$ cat src/rtl/stg_mr_retire_pkg.sv
// Shared definitions for the retire-side macro collapser: address sizing,
// error bit indices, FSM encodings and a saturating length helper.
package stg_mr_retire_pkg;

  // Address sizing shared with the rest of the amber pipeline.
  localparam int HBIT_ADDR = 31;
  localparam int SIZE_ADDR = HBIT_ADDR + 1;

  // Sticky error bit indices.
  localparam int MR_ERR_FIRST_OPEN = 0;  // first micro-op while a sequence is open
  localparam int MR_ERR_ORPHAN     = 1;  // non-first micro-op while idle
  localparam int MR_ERR_PC_CHANGE  = 2;  // PC changed inside a sequence
  localparam int MR_ERR_TOO_LONG   = 3;  // sequence longer than MAX_SEQ
  localparam int MR_ERR_W          = 4;

  // Width of the open-sequence length register.
  localparam int MR_LEN_W = 3;

  typedef enum logic [0:0] {
    MR_S_IDLE = 1'b0,
    MR_S_OPEN = 1'b1
  } mr_state_e;

  // Length increment that sticks at the all-ones value instead of wrapping.
  function automatic logic [MR_LEN_W-1:0] mr_len_inc(input logic [MR_LEN_W-1:0] len);
    if (len == {MR_LEN_W{1'b1}}) begin
      return len;
    end else begin
      return len + 3'd1;
    end
  endfunction

endpackage

$ cat src/rtl/stg_mr_retire_mr_counter.sv
// Free-running W-bit retire counter with an increment enable; wraps at 2^W.
module mr_counter #(
  parameter int W = 24
) (
  input  logic         clk,
  input  logic         rst,
  input  logic         en,
  output logic [W-1:0] cnt
);

  // Count one event per enabled cycle, cleared by the asynchronous reset.
  always_ff @(posedge clk or posedge rst) begin
    if (rst) begin
      cnt <= {W{1'b0}};
    end else if (en) begin
      cnt <= cnt + {{(W-1){1'b0}}, 1'b1};
    end else begin
      cnt <= cnt;
    end
  end

endmodule

$ cat src/rtl/stg_mr_retire.sv
// Retire-side macro collapser: folds each micro-op sequence from the
// translate stage back into a single architectural retirement, tracks the
// atomic (sequence-open) region and flags stream-protocol violations.
module stg_mr_retire
  import stg_mr_retire_pkg::*;
#(
  parameter int MAX_SEQ = 4,
  parameter int CNT_W   = 24
) (
  input  logic                iw_clk,
  input  logic                iw_rst,
  input  logic                iw_valid,
  input  logic [HBIT_ADDR:0]  iw_pc,
  input  logic                iw_first,
  input  logic                iw_last,
  input  logic                iw_flush,
  input  logic                iw_err_clr,
  output logic                ow_retire,
  output logic [HBIT_ADDR:0]  ow_retire_pc,
  output logic                ow_in_seq,
  output logic [CNT_W-1:0]    ow_macro_cnt,
  output logic [CNT_W-1:0]    ow_uop_cnt,
  output logic [MR_ERR_W-1:0] ow_err
);

  localparam logic [MR_LEN_W-1:0] MAX_LEN = MR_LEN_W'(MAX_SEQ);

  mr_state_e              state;
  logic [HBIT_ADDR:0]     r_pc_open;
  logic [MR_LEN_W-1:0]    r_len;

  logic                   accept;
  logic                   cont;
  logic                   retire;
  logic [HBIT_ADDR:0]     retire_pc;
  logic [MR_LEN_W-1:0]    len_inc;
  logic [MR_ERR_W-1:0]    err_new;

  // Decode this cycle's micro-op: acceptance, continuation, retirement and new errors.
  always_comb begin
    accept    = iw_valid & ~iw_flush;
    cont      = accept & (state == MR_S_OPEN) & ~iw_first;
    len_inc   = mr_len_inc(r_len);
    // A last element retires if it is a pass-through or closes an open sequence.
    retire    = accept & iw_last & (iw_first | (state == MR_S_OPEN));
    // A closing element reports the PC latched at first, not its own.
    retire_pc = cont ? r_pc_open : iw_pc;
    err_new   = 4'b0000;
    if (accept) begin
      err_new[MR_ERR_FIRST_OPEN] = iw_first & (state == MR_S_OPEN);
      err_new[MR_ERR_ORPHAN]     = ~iw_first & (state == MR_S_IDLE);
      err_new[MR_ERR_PC_CHANGE]  = cont & (iw_pc != r_pc_open);
      err_new[MR_ERR_TOO_LONG]   = cont & (len_inc > MAX_LEN);
    end else begin
      err_new = 4'b0000;
    end
  end

  // Sequence FSM with registered retire pulse, retire PC, atomic flag and sticky errors.
  always_ff @(posedge iw_clk or posedge iw_rst) begin
    if (iw_rst) begin
      state        <= MR_S_IDLE;
      r_pc_open    <= {SIZE_ADDR{1'b0}};
      r_len        <= 3'd0;
      ow_retire    <= 1'b0;
      ow_retire_pc <= {SIZE_ADDR{1'b0}};
      ow_in_seq    <= 1'b0;
      ow_err       <= 4'b0000;
    end else begin
      ow_retire <= retire;
      if (retire) begin
        ow_retire_pc <= retire_pc;
      end else begin
        ow_retire_pc <= ow_retire_pc;
      end
      // Clear and a fresh detection in the same cycle: the fresh bit survives.
      ow_err <= (iw_err_clr ? 4'b0000 : ow_err) | err_new;

      if (iw_flush) begin
        state     <= MR_S_IDLE;
        r_len     <= 3'd0;
        ow_in_seq <= 1'b0;
      end else if (iw_valid) begin
        if (iw_first) begin
          // A first always starts fresh; any open sequence is dropped unretired.
          if (iw_last) begin
            state     <= MR_S_IDLE;
            r_len     <= 3'd0;
            ow_in_seq <= 1'b0;
          end else begin
            state     <= MR_S_OPEN;
            r_pc_open <= iw_pc;
            r_len     <= 3'd1;
            ow_in_seq <= 1'b1;
          end
        end else begin
          case (state)
            MR_S_OPEN: begin
              if (iw_last) begin
                state     <= MR_S_IDLE;
                r_len     <= 3'd0;
                ow_in_seq <= 1'b0;
              end else begin
                state     <= MR_S_OPEN;
                r_len     <= len_inc;
                ow_in_seq <= 1'b1;
              end
            end
            MR_S_IDLE: begin
              state     <= MR_S_IDLE;
              ow_in_seq <= 1'b0;
            end
            default: begin
              state     <= MR_S_IDLE;
              r_len     <= 3'd0;
              ow_in_seq <= 1'b0;
            end
          endcase
        end
      end else begin
        state     <= state;
        ow_in_seq <= ow_in_seq;
      end
    end
  end

  mr_counter #(.W(CNT_W)) u_macro_cnt (
    .clk (iw_clk),
    .rst (iw_rst),
    .en  (retire),
    .cnt (ow_macro_cnt)
  );

  mr_counter #(.W(CNT_W)) u_uop_cnt (
    .clk (iw_clk),
    .rst (iw_rst),
    .en  (accept),
    .cnt (ow_uop_cnt)
  );

endmodule

$ cat config.mk
export PLATFORM = sky130hd
export DESIGN_NAME = stg_mr_retire
export DESIGN_NICKNAME = d
export VERILOG_FILES = /design/src/rtl/stg_mr_retire_pkg.sv /design/src/rtl/stg_mr_retire_mr_counter.sv /design/src/rtl/stg_mr_retire.sv
export SDC_FILE = /design/constraint.sdc
export NUM_CORES = 1
export LEC_CHECK = 0
export BUFFER_PORTS_ARGS = -buffer_cell sky130_fd_sc_hd__buf_4
export CAP_MARGIN = 25
export CORE_MARGIN = 2
export CORE_UTILIZATION = 49
export DETAILED_ROUTE_END_ITERATION = 8
export GPL_ROUTABILITY_DRIVEN = 0
export PLACE_DENSITY_LB_ADDON = 0.12
export SLEW_MARGIN = 40
export SYNTH_ARGS = -nofsm -noshare
export SYNTH_HDL_FRONTEND = slang
export SYNTH_SLANG_ARGS = --single-unit
$ cat constraint.sdc
create_clock -name iw_clk -period 4.14 [get_ports iw_clk]
set_clock_uncertainty 0.2 [all_clocks]
set_input_delay 0.828 -clock iw_clk [delete_from_list [all_inputs] [get_ports iw_clk]]
set_output_delay 0.828 -clock iw_clk [all_outputs]
set_load 0.05 [all_outputs]
# --- Yosys cells after proc, flatten, opt, wreduce, memory -nomap -nowiden ---
# Cells that the tools add are included.
word_totals:
  reg_bits: 121
  in_bits: 39
  output_inout_bits: 86
  wordCells: 48
classes:
  addsub: 3
  magnitude_cmp: 1
  eq_ne: 2
  muxes: 15
  bitwise_logic: 15
  n_reduce_logical: 4
ops:
  columns: ["cell", "count"]
  rows:
  - ["$add A24 B1 Y24 const B", 2]
  - ["$mux W32", 1]
  - ["$ne A32 B32 Y1", 1]
  - ["$mux W3", 6]
  - ["$and A1 B1 Y1", 9]
  - ["$mux W4", 2]
  - ["$mux W1", 5]
  - ["$not A1 Y1", 4]
  - ["$or A4 B4 Y4", 1]
  - ["$reduce_and A4 Y1", 1]
  - ["$add A3 B1 Y3 const B", 1]
  - ["$eq A3 B3 Y1 const B", 1]
  - ["$gt A3 B3 Y1 const B", 1]
  - ["$reduce_bool A3 Y1", 1]
  - ["$pmux W1 S2", 1]
  - ["$reduce_and A2 Y1", 1]
  - ["$reduce_bool A2 Y1", 1]
  - ["$or A1 B1 Y1", 1]

# --- Depth between registers and ports, before layout ---
# Gate-level depths: netlist (run 1).
depth:
  depth_word: 7
  mapped_depth: 7
  depth_no_buf: 6

# --- Hierarchy ---
# Synthesis (run 1) repeated with hierarchy kept, for this count alone.
hier_totals:
  hier_cells: 475
  area_unflattened_um2: 5606.6
modules_own_cells:
  columns: ["mod", "instances", "cells_per_inst", "area_per_inst_um2", "seq_area_each_um2"]
  rows:
  - ["stg_mr_retire", 1, 295, 3497.1, 1826.8]
  - ["mr_counter", 2, 90, 1054.8, 600.6]

# --- Worst setup path before layout (run 1) ---
# Ideal clock, no wire load.
synth_timing:
  kind: "register to register"
  start: "register u_uop_cnt.cnt[0]"
  end: "register u_uop_cnt.cnt[18]"
  setup_time_ns: 0.142
  t_arrival_ns: 2.076
  required_ns: 3.798
  setup_slack_ns: 1.722
  path_stages_with_launch: 8
  path_buffers: 1
  period_less_slack_ns: 2.418
  path_cell_list: "dfrtp_1 ha_1 nand3b_1 or4_4 buf_6 nor2_1 nand3_1 xnor2_1"
synth_between:
  elab_chain_len: 1
synth_rtl:
  columns: ["item", "line_no", "rtl"]
  rows:
  - ["from (decl)", "stg_mr_retire_mr_counter.sv:8", "output logic [W-1:0] cnt"]
  - ["from (signal assigned)", "stg_mr_retire_mr_counter.sv:14", "cnt <= {W{1'b0}};"]
  - ["from (signal assigned)", "stg_mr_retire_mr_counter.sv:16", "cnt <= cnt + {{(W-1){1'b0}}, 1'b1};"]
  - ["from (signal assigned)", "stg_mr_retire_mr_counter.sv:18", "cnt <= cnt;"]
  - ["$add A24 B1 Y24", "stg_mr_retire_mr_counter.sv:16", null]
# No other way between the ends.
# A chain may end at the register's enable or synchronous reset.

# --- Final worst setup path (run 1) ---
layout_timing:
  start: "input port iw_flush"
  end: "register ow_retire_pc[2]"
layout_between:
  elab_chain_len: 5
  elab_cells_between_ends: 7
  cone_classes: "mux: 1; bitwise: 6"
layout_rtl:
  columns: ["item", "line_no", "rtl"]
  rows:
  - ["from (decl)", "stg_mr_retire.sv:16", "input logic iw_flush,"]
  - ["$not A1 Y1 (no source line) (*)", null, null]
  - ["$and A1 B1 Y1 (*)", "stg_mr_retire.sv:41", "accept = iw_valid & ~iw_flush;"]
  - ["$and A1 B1 Y1 (2 in a row)", "stg_mr_retire.sv:42", "cont = accept & (state == MR_S_OPEN) & ~iw_first;"]
  - ["$mux W32", "stg_mr_retire.sv:47", "retire_pc = cont ? r_pc_open : iw_pc;"]
  - ["to (signal assigned)", "stg_mr_retire.sv:66", "ow_retire_pc <= {SIZE_ADDR{1'b0}};"]
  - ["to (signal assigned)", "stg_mr_retire.sv:72", "ow_retire_pc <= retire_pc;"]
  - ["to (signal assigned)", "stg_mr_retire.sv:74", "ow_retire_pc <= ow_retire_pc;"]
  - ["to (decl)", "stg_mr_retire.sv:19", "output logic [HBIT_ADDR:0] ow_retire_pc,"]
# Mark *: on every way between the ends. The rest lies on a longest branch, timed or not.

==> summary.txt, run 1 <==
Final layout
  – Filler cells: 891
  – Area Overhead vs Synth: 30.8%
  – Share of cells above drive strength 1: 32.5%
  – FF+latch area: 3030 um^2
  – N_diodes: 0
  – Multi-input gate area: 2420 um^2
  – Nets: 651
  – Cell Count, Final, Fillers Out: 762

Timing
  – RSZ-0062 raised after global routing: false
  – Final period util: 58.8%
  – Fin crit period: 2.43 ns
  – Setup TNS: 0 ns
  – Slew margin rel.: 49.0%
  – Final hold vios: 0
  – Maximum clock frequency: 411 MHz
  – Final slew viol count: 0
  – # setup viols final: 0
  – Worst slew pin tran: 0.757 ns

CTS
  – CTS Buffer Depth: 2
  – Clk pin slew, worst setup/hold paths: 0.05 ns
  – Inserted Clock Buffers: 17
  – H-tree depth: 4
  – Post-CTS Repair Setup Buffers: 0
  – Worst skew pair latency: 0.41 ns
  – Cts hold-fix bufs: 0
  – CTS tree: yes
  – CTS Sinks: 121
  – Root buffer cell: clkbuf_16
  – Post-CTS resize count: 0

Routing
  – DR pass1 iterations: 5
  – Routed Antenna Nets: 0
  – Number of DRC markers in iteration 0: 193
  – Via Count: 3992
  – Avg WL per Cell: 15.9 um
  – Final WL: 12.1 mm
  – DRC: 0
  – Average vias per placed instance: 5.24

Place
  – Number of port buffers: 124
  – Hpwl dp: 8.36 mm
  – DP Cell Count: 730

Synthesis
  – Synth Instances: 476
  – Post-synth ARST share: 100%
  – Leading post-synthesis cells by instance count: 121 x dfrtp_1, 62 x xnor2_1, 45 x nor2_1, 35 x a21oi_1, 33 x mux2_2
  – Largest cells by area after synthesis: dfrtp_1 55%, xnor2_1 9.8%, mux2_2 6.7%
  – Post-Syn Nets: 518
  – Most common cell in the synthesized netlist: dfrtp_1
  – Synth top area share: 54.6%
  – Mapped cell area: 5550 um^2
  – Post-synthesis sequential area ratio: 54.6%
  – Synthesized area per cell: 11.7 um^2
  – Number of flops mapped to enable cells by yosys: 0
  – Synth warn: 0
  – Flops & latches, synth: 121
  – Post-synth top area cell: dfrtp_1
  – Synth unique cells: 38
  – Ys flop type: dfrtp_1

Setup path
  – Most used cell, CP: buf_4
  – Type of origin of the critical path: input pin
  – WP buf/inv: 2
  – CP required: 4.19 ns
  – CP Depth: 6
  – Critical path endpoint category: flip-flop
  – WS Path Type: in -> reg
  – Crit path max-delay family: buffers and inverters
  – Worst R2R Path Depth: 5
  – Critical-path cell list: buf_4 -> or2b_1 -> nor3b_2 -> buf_4 -> mux2i_1 -> a21oi_1
  – CP arrival: 2.48 ns
  – Critical path peak fanout: 33
  – Max incr delay on CP: 0.53 ns
  – Critical Path Slowest Stage Cell: buf_4

Hold path
  – Worst Hold Class: in -> async

Floorplan
  – Site Rows: 38
  – Ports: 125
  – Die Span X: 110 um
  – Std-Cell Core Area: 10900 um^2
  – Total die area: 12200 um^2
  – Overall die height: 110 um
  – Initial core utilization: 50.7%

Power and ir drop
  – PwrDens: 552 nW/um^2
  – Leak: 3.28 nW
  – VDD IR-drop max: 0.259 mV

GRT
  – Pin count of the biggest net entering global routing: 69
  – Number of global-route vias before repair: 3998
  – Initial antenna violation count: 0
  – Remaining Overflow, GRT: 0
  – Tot GR Track Use: 21.1%
  – Global-route wire length before repair: 19.6 mm

Outcome
  – Status: finished, final reports clean

Flow run
  – Max_cap viols: 0
metrics by stage:
stage	worst slack [ns]	utilization (%)	total power [mW]	hold slack, ns	cell area (um^2)
detailed placement	1.29	61.0	2.58	0.269	6670
CTS	1.69	66.3	4.04	0.273	7250
global route	1.56	66.3	4.18	0.294	7250
finish	1.71	66.3	4.01	0.273	7250
global placement	1.23	60.5	2.55	0.259	6620
floorplan	1.63	-	2.23	0.325	5550
registers in the layout (all words and copies together) (netlist names):
register / count
ow_err: 4
state: 1
ow_retire: 1
u_uop_cnt.cnt: 24
u_macro_cnt.cnt: 24
r_pc_open: 32
ow_retire_pc: 32
r_len: 3
path summary, 6_finish.rpt:
kind / startpoint / to / slack (ns)
max reg2reg: u_uop_cnt.cnt[0] / u_uop_cnt.cnt[22] / 1.88
max in group asynchronous: iw_rst / r_pc_open[18] / 2.64
max: iw_flush / ow_retire_pc[2] / 1.71
min: iw_rst / ow_retire_pc[6] / 0.27
min in group iw_clk: u_macro_cnt.cnt[23] / u_macro_cnt.cnt[23] / 0.27
min reg2reg: u_macro_cnt.cnt[23] / u_macro_cnt.cnt[23] / 0.27
layout by cell type, fill, tap and decap left out, types with 2 or more instances in the layout:
| master | count |
|---|---|
| nand3b_1 | 2 |
| clkinv_2 | 5 |
| nand2_1 | 26 |
| nand3_1 | 14 |
| clkbuf_1 | 3 |
| mux2i_1 | 32 |
| buf_4 | 129 |
| inv_1 | 3 |
| nor2_1 | 43 |
| and2_1 | 3 |
| dfrtp_1 | 121 |
| nor2_4 | 2 |
| o21ai_0 | 5 |
| ha_1 | 3 |
| mux2_2 | 33 |
| nand4_1 | 17 |
| a21oi_1 | 35 |
| a22o_1 | 2 |
| xnor2_1 | 62 |
| nor4_4 | 2 |
| clkbuf_8 | 4 |
| nor4_1 | 2 |
| bufinv_16 | 2 |
| clkbuf_16 | 17 |
| nor3_1 | 10 |
| and4_1 | 4 |
| clkinvlp_4 | 2 |
| xor2_1 | 16 |
| buf_16 | 2 |
| and3_1 | 8 |
kinds of logic (layout without fill, tap and decap cells):
family,count (synthesis),in the layout,synth area share (%)
simple gates,141,141,13.2
flops,121,121,54.6
xor+xnor,78,78,12.3
mux,65,65,12.5
compound gates,47,47,4.69
buf+inv,21,167,2.05
fa+ha+maj,3,3,0.677
power breakdown:
group | leakage [nW] | total, mW | switching [mW] | internal [mW]
clock network | 0.290 | 1.45 | 0.505 | 0.944
registers | 1.52 | 1.55 | 0.178 | 1.37
logic | 1.47 | 1.01 | 0.641 | 0.370
area by class of cell:
type                            count  share of cell area, %
Inverter                            4                  0.259
Multi-Input combinational cell    334                   33.4
Tap cell                          140                   2.41
Sequential cell                   121                   41.7
Clock inverter                      8                   1.28
Timing Repair Buffer              131                   14.1
Clock buffer                       24                   6.78
layer usage:
layer	global-route usage (%)	part of all wire [%]	routed length, um	up-vias
met4	6.88	1.0	124	0
met2	34.8	50	6020	97
li1	-	-	-	1924
met5	0	0	0	-
met1	26.5	43	5270	1957
met3	6.76	6.0	722	14
(Power assumes the default switching activity.)
==> run 2: changes to the inputs <==
Clock period 4.14 ns to 2.14 ns, I/O delays scaled along.
==> run 2 against run 1 <==
Sequential share of layout area about the same. Non-clock buffer count increased by 7. Via count increased by 2.1%. Wire length decreased by 0.18%.
==> summary.txt, run 2 (synthesis gave the netlist of run 1 again) <==
CTS
  – Post-CTS Repair Setup Buffers: 0
  – Worst skew pair latency: 0.40 ns
  – CTS Buffer Depth: 2
  – Root buffer cell: clkbuf_16
  – Clk pin slew, worst setup/hold paths: 0.05 ns
  – CTS Sinks: 121
  – H-tree depth: 4
  – CTS tree: yes
  – Post-CTS resize count: 0
  – Cts hold-fix bufs: 1
  – Inserted Clock Buffers: 17

Floorplan
  – Initial core utilization: 50.7%
  – Std-Cell Core Area: 10900 um^2
  – Die Span X: 110 um
  – Total die area: 12200 um^2
  – Ports: 125
  – Site Rows: 38
  – Overall die height: 110 um

Timing
  – Final period util: 91.8%
  – Worst slew pin tran: 0.404 ns
  – # setup viols final: 0
  – Final slew viol count: 0
  – RSZ-0062 raised after global routing: false
  – Maximum clock frequency: 509 MHz
  – Hold WS: 0.0275 ns
  – Slew margin rel.: 73.0%
  – Fin crit period: 1.96 ns
  – Final hold vios: 0

Setup path
  – CP arrival: 2.09 ns
  – Critical-path cell list: ha_4 -> nand3b_1 -> or4_4 -> nor4_4 -> xor2_1
  – WP buf/inv: 0
  – Critical path endpoint category: flip-flop
  – CP required: 2.26 ns
  – Critical Path Slowest Stage Cell: or4_4
  – WS Path Type: reg -> reg
  – Type of origin of the critical path: flip-flop
  – Crit path max-delay family: simple AND/OR/NAND/NOR gates
  – Critical path peak fanout: 6
  – Max incr delay on CP: 0.63 ns

GRT
  – Global-route wire length before repair: 19.4 mm
  – Number of global-route vias before repair: 4036
  – Pin count of the biggest net entering global routing: 67
  – Initial antenna violation count: 0
  – Tot GR Track Use: 21.1%
  – Remaining Overflow, GRT: 0

Place
  – Hpwl dp: 8.27 mm
  – Number of port buffers: 124

Final layout
  – Commonest non-fill, non-tap cell in the layout: buf_4
  – Area Overhead vs Synth: 31.1%
  – Nets: 658
  – Leading cell types in the layout, fill and taps excluded: 132 x buf_4, 114 x dfrtp_1, 62 x xnor2_1, 42 x nor2_1, 35 x a21oi_1
  – Share of cells above drive strength 1: 33.8%
  – N_diodes: 0
  – Regs by FF count: ow_retire_pc: 32 flops, r_pc_open: 32 flops

Routing
  – Routed Antenna Nets: 0
  – Number of DRC markers in iteration 0: 337
  – DRC: 0
  – Avg WL per Cell: 15.8 um
  – Final WL: 12.1 mm
  – DR pass1 iterations: 4
  – Average vias per placed instance: 5.30
  – Via Count: 4074

Power and ir drop
  – VDD IR-drop max: 0.759 mV
  – Design Power: 7.36 mW
  – PwrDens: 1010 nW/um^2
  – Leak: 3.26 nW

Hold path
  – Worst Hold Class: in -> reg

Flow run
  – Max_cap viols: 0

Outcome
  – Status: finished, final reports clean
## run 2: changes by cell type in the layout (fill, tap and decap cells not counted), moves of 2 or more
cell | before | now
clkbuf_8 | 4 | 0
buf_12 | 0 | 5
dfrtp_1 | 121 | 114
dfrtp_2 | 0 | 7
bufinv_16 | 2 | 0
clkbuf_1 | 3 | 9
buf_16 | 2 | 0
buf_4 | 129 | 132
## run 2: cell type report
| cell class | instances | area, um^2 |
|---|---|---|
| repair buffers | 138 | 1100 |
| clock inverters | 5 | 25.0 |
| flip-flops and latches | 121 | 3040 |
| multi-input cells | 334 | 2450 |
| fillers | 863 | 3660 |
| well taps | 140 | 175 |
| clock buffers | 26 | 459 |
| inverters | 4 | 18.8 |
## run 2: worst paths after layout
kind	endpoint	slack, ns	start	depth (start not counted)
worst max-delay path	u_uop_cnt.cnt[22]	0.18	u_uop_cnt.cnt[0]	5
worst min-delay path	state	0.03	iw_flush	2
worst max register to register	u_uop_cnt.cnt[22]	0.18	u_uop_cnt.cnt[0]	5
worst min register to register	u_macro_cnt.cnt[23]	0.27	u_macro_cnt.cnt[23]	1
max in group asynchronous	state	0.74	iw_rst	4
min in group asynchronous	ow_retire_pc[0]	0.37	iw_rst	3
## run 2: routing by layer
metal | vias to the layer above | track usage (%) | routed length, um | part of all wire, %
li1 | 1931 | - | - | -
met1 | 2019 | 24.6 | 5070 | 42
met2 | 112 | 35.3 | 6030 | 50
met3 | 12 | 8.17 | 883 | 7.3
met4 | 0 | 7.68 | 121 | 1.0
met5 | - | 0 | 0 | 0
## run 2: per-stage QoR
stage / cell area [um^2] / util (%) / cells / worst slack [ns] / TNS [ns]
after detailed placement: 6780 / 62.0 / 736 / -0.00769 / -0.00769
final: 7270 / 66.5 / 768 / 0.175 / 0
after global routing: 7270 / 66.5 / 768 / 0.0809 / 0
after global placement: 6780 / 62.0 / 736 / 0.0332 / 0
after floorplan: 5590 / - / 476 / -0.0997 / -0.728
after CTS: 7270 / 66.5 / 768 / 0.176 / 0
## run 2: report_power, final
group,total [mW],leakage (nW),internal [mW],switching [mW]
Combinational,1.98,1.51,0.733,1.24
Sequential,2.99,1.51,2.65,0.338
Clock,2.39,0.240,1.46,0.929
==> run 3: changes to the inputs <==
==> constraint.sdc (replaced) <==
create_clock -name iw_clk -period 2.14 [get_ports iw_clk]
set_clock_uncertainty 0.2 [all_clocks]
set_input_delay 0.642 -clock iw_clk [delete_from_list [all_inputs] [get_ports iw_clk]]
set_output_delay 0.642 -clock iw_clk [all_outputs]
set_load 0.05 [all_outputs]
==> run 3 against run 2 <==
Non-clock buffer count grew 19. Clock power rose by 24%. Sequential share of layout area is 1.4 points lower. Utilization rose by 2.1 points. Power grew 8.3%. Setup slack got worse by 0.034 ns. Final cell count rose by 2.6%. Wire length rose by 3.3%. Critical path depth increased by 1. Maximum frequency is 1.7% lower. Sequential cell count unchanged. First-iteration DRC count fell by 45%. Critical path type unchanged. Largest cell class unchanged. Highest routed layer unchanged.
==> summary.txt, run 3 (synthesis gave the netlist of run 1 again) <==
Timing
  – Final period util: 93.4%
  – Slew margin rel.: 75.3%
  – Final slew viol count: 0
  – # setup viols final: 0
  – Setup TNS: 0 ns
  – Worst slew pin tran: 0.367 ns
  – Worst setup margin: 0.141 ns
  – Maximum clock frequency: 500 MHz
  – RSZ-0062 raised after global routing: false
  – Final hold vios: 0
  – Fin crit period: 2.00 ns

Setup path
  – WS Path Type: reg -> reg
  – CP required: 2.26 ns
  – CP Depth: 6
  – CP arrival: 2.12 ns
  – Worst R2R Path Depth: 6
  – Max incr delay on CP: 0.59 ns
  – Critical-path cell list: ha_1 -> nand3b_1 -> or4_4 -> nor2_1 -> buf_4 -> xor2_1
  – Type of origin of the critical path: flip-flop
  – Worst flop-to-flop path endpoint: u_uop_cnt.cnt[16]
  – Critical path endpoint category: flip-flop
  – Crit path max-delay family: simple AND/OR/NAND/NOR gates
  – Worst r2r src: u_uop_cnt.cnt[1]
  – Critical Path Slowest Stage Cell: or4_4
  – WP buf/inv: 1
  – Critical path peak fanout: 5
  – Crit path from: u_uop_cnt.cnt[1]
  – R2R Setup Slk: 0.14 ns
  – Setup crit end: u_uop_cnt.cnt[16]

Floorplan
  – Initial core utilization: 50.7%
  – Total die area: 12200 um^2
  – Std-Cell Core Area: 10900 um^2
  – Ports: 125
  – Overall die height: 110 um
  – Site Rows: 38
  – Die Span X: 110 um

Place
  – Hpwl dp: 8.76 mm
  – DP Cell Count: 755
  – Placed instance area: 6880 um^2
  – Number of port buffers: 124
  – Dpl ws: -0.188 ns

Hold path
  – Worst Hold Class: in -> reg
  – Min-delay src: iw_err_clr

Routing
  – Via Count: 4089
  – DRC: 0
  – Final WL: 12.5 mm
  – Average vias per placed instance: 5.19
  – Avg WL per Cell: 15.9 um
  – DR pass1 iterations: 4
  – Number of DRC markers in iteration 0: 185
  – Routed Antenna Nets: 0

Final layout
  – Area Overhead vs Synth: 35.3%
  – Share of cells above drive strength 1: 34.7%
  – Final core occ: 68.6%
  – Leading cell types in the layout, fill and taps excluded: 151 x buf_4, 121 x dfrtp_1, 62 x xnor2_1, 43 x nor2_1, 35 x a21oi_1
  – Filler cells: 889
  – Commonest non-fill, non-tap cell in the layout: buf_4
  – Nets: 677
  – Cell Count, Final, Fillers Out: 788
  – Final instance area: 7500 um^2
  – Regs by FF count: ow_retire_pc: 32 flops, r_pc_open: 32 flops
  – N_diodes: 0

GRT
  – Pin count of the biggest net entering global routing: 48
  – Number of global-route vias before repair: 4214
  – Tot GR Track Use: 21.9%
  – Remaining Overflow, GRT: 0
  – Global-route wire length before repair: 20.3 mm
  – Initial antenna violation count: 0

Power and ir drop
  – Leak: 3.42 nW
  – VDD IR-drop max: 0.727 mV
  – PwrDens: 1060 nW/um^2

CTS
  – H-tree depth: 4
  – CTS tree: yes
  – Clk pin slew, worst setup/hold paths: 0.05 ns
  – Worst skew pair latency: 0.40 ns
  – Root buffer cell: clkbuf_16
  – CTS Buffer Depth: 2
  – Inserted Clock Buffers: 17
  – CTS Sinks: 121

Flow run
  – Max_cap viols: 0

Outcome
  – Status: finished, final reports clean
[run 3: cell count changes in the layout (fill, tap and decap cells not counted), moves of 2 or more]
cell       delta
buf_4        +19
dfrtp_1       +7
dfrtp_2       -7
bufinv_16     +4
clkbuf_1      -4
clkbuf_8      +2
clkinv_2      -2
[run 3: metal layers]
| metal | up-vias | global-route usage (%) | wire [um] |
|---|---|---|---|
| met4 | 0 | 7.05 | 153 |
| met2 | 100 | 36.3 | 6210 |
| met3 | 13 | 6.58 | 718 |
| met5 | - | 0 | 0 |
| li1 | 1980 | - | - |
| met1 | 1996 | 27.5 | 5430 |
[run 3: worst min-delay path by stage]
stage	endpoint	depth (start not counted)	slack, ns
global route	ow_err[3]	2	0.24
CTS	ow_err[3]	2	0.22
global placement	u_uop_cnt.cnt[23]	1	0.26
finish	ow_err[3]	2	0.24
detailed placement	u_uop_cnt.cnt[23]	1	0.27
floorplan	r_pc_open[30]	1	0.32
[run 3: timing repair]
item / CTS / global route
resized for setup: 0 / 0
endpoints found under the setup margin: 0 / 0
hold buffers: 1 / 0
hold endpoints to repair: 5 / 0
buffers inserted: 0 / 0
[run 3: through the flow]
step | hold WS, ns | power [mW]
2_1_floorplan | 0.325 | 4.32
3_3_place_gp | 0.259 | 4.99
3_5_place_dp | 0.265 | 5.04
4_1_cts | 0.222 | 8.06
5_1_grt | 0.241 | 8.32
6_report | 0.241 | 7.97
[run 3: final cells by class]
| class | count | area, um^2 | area share, % |
|---|---|---|---|
| repair buffers | 157 | 1240 | 16.6 |
| well taps | 140 | 175 | 2.33 |
| flip-flops and latches | 121 | 3030 | 40.3 |
| clock inverters | 8 | 143 | 1.90 |
| inverters | 4 | 18.8 | 0.250 |
| multi-input cells | 334 | 2420 | 32.3 |
| clock buffers | 24 | 472 | 6.29 |
[run 3: where the power goes]
part           switching, mW  internal, mW  leakage (nW)
Clock                  0.961          2.00         0.298
Combinational           1.28         0.762          1.61
Sequential             0.314          2.65          1.52
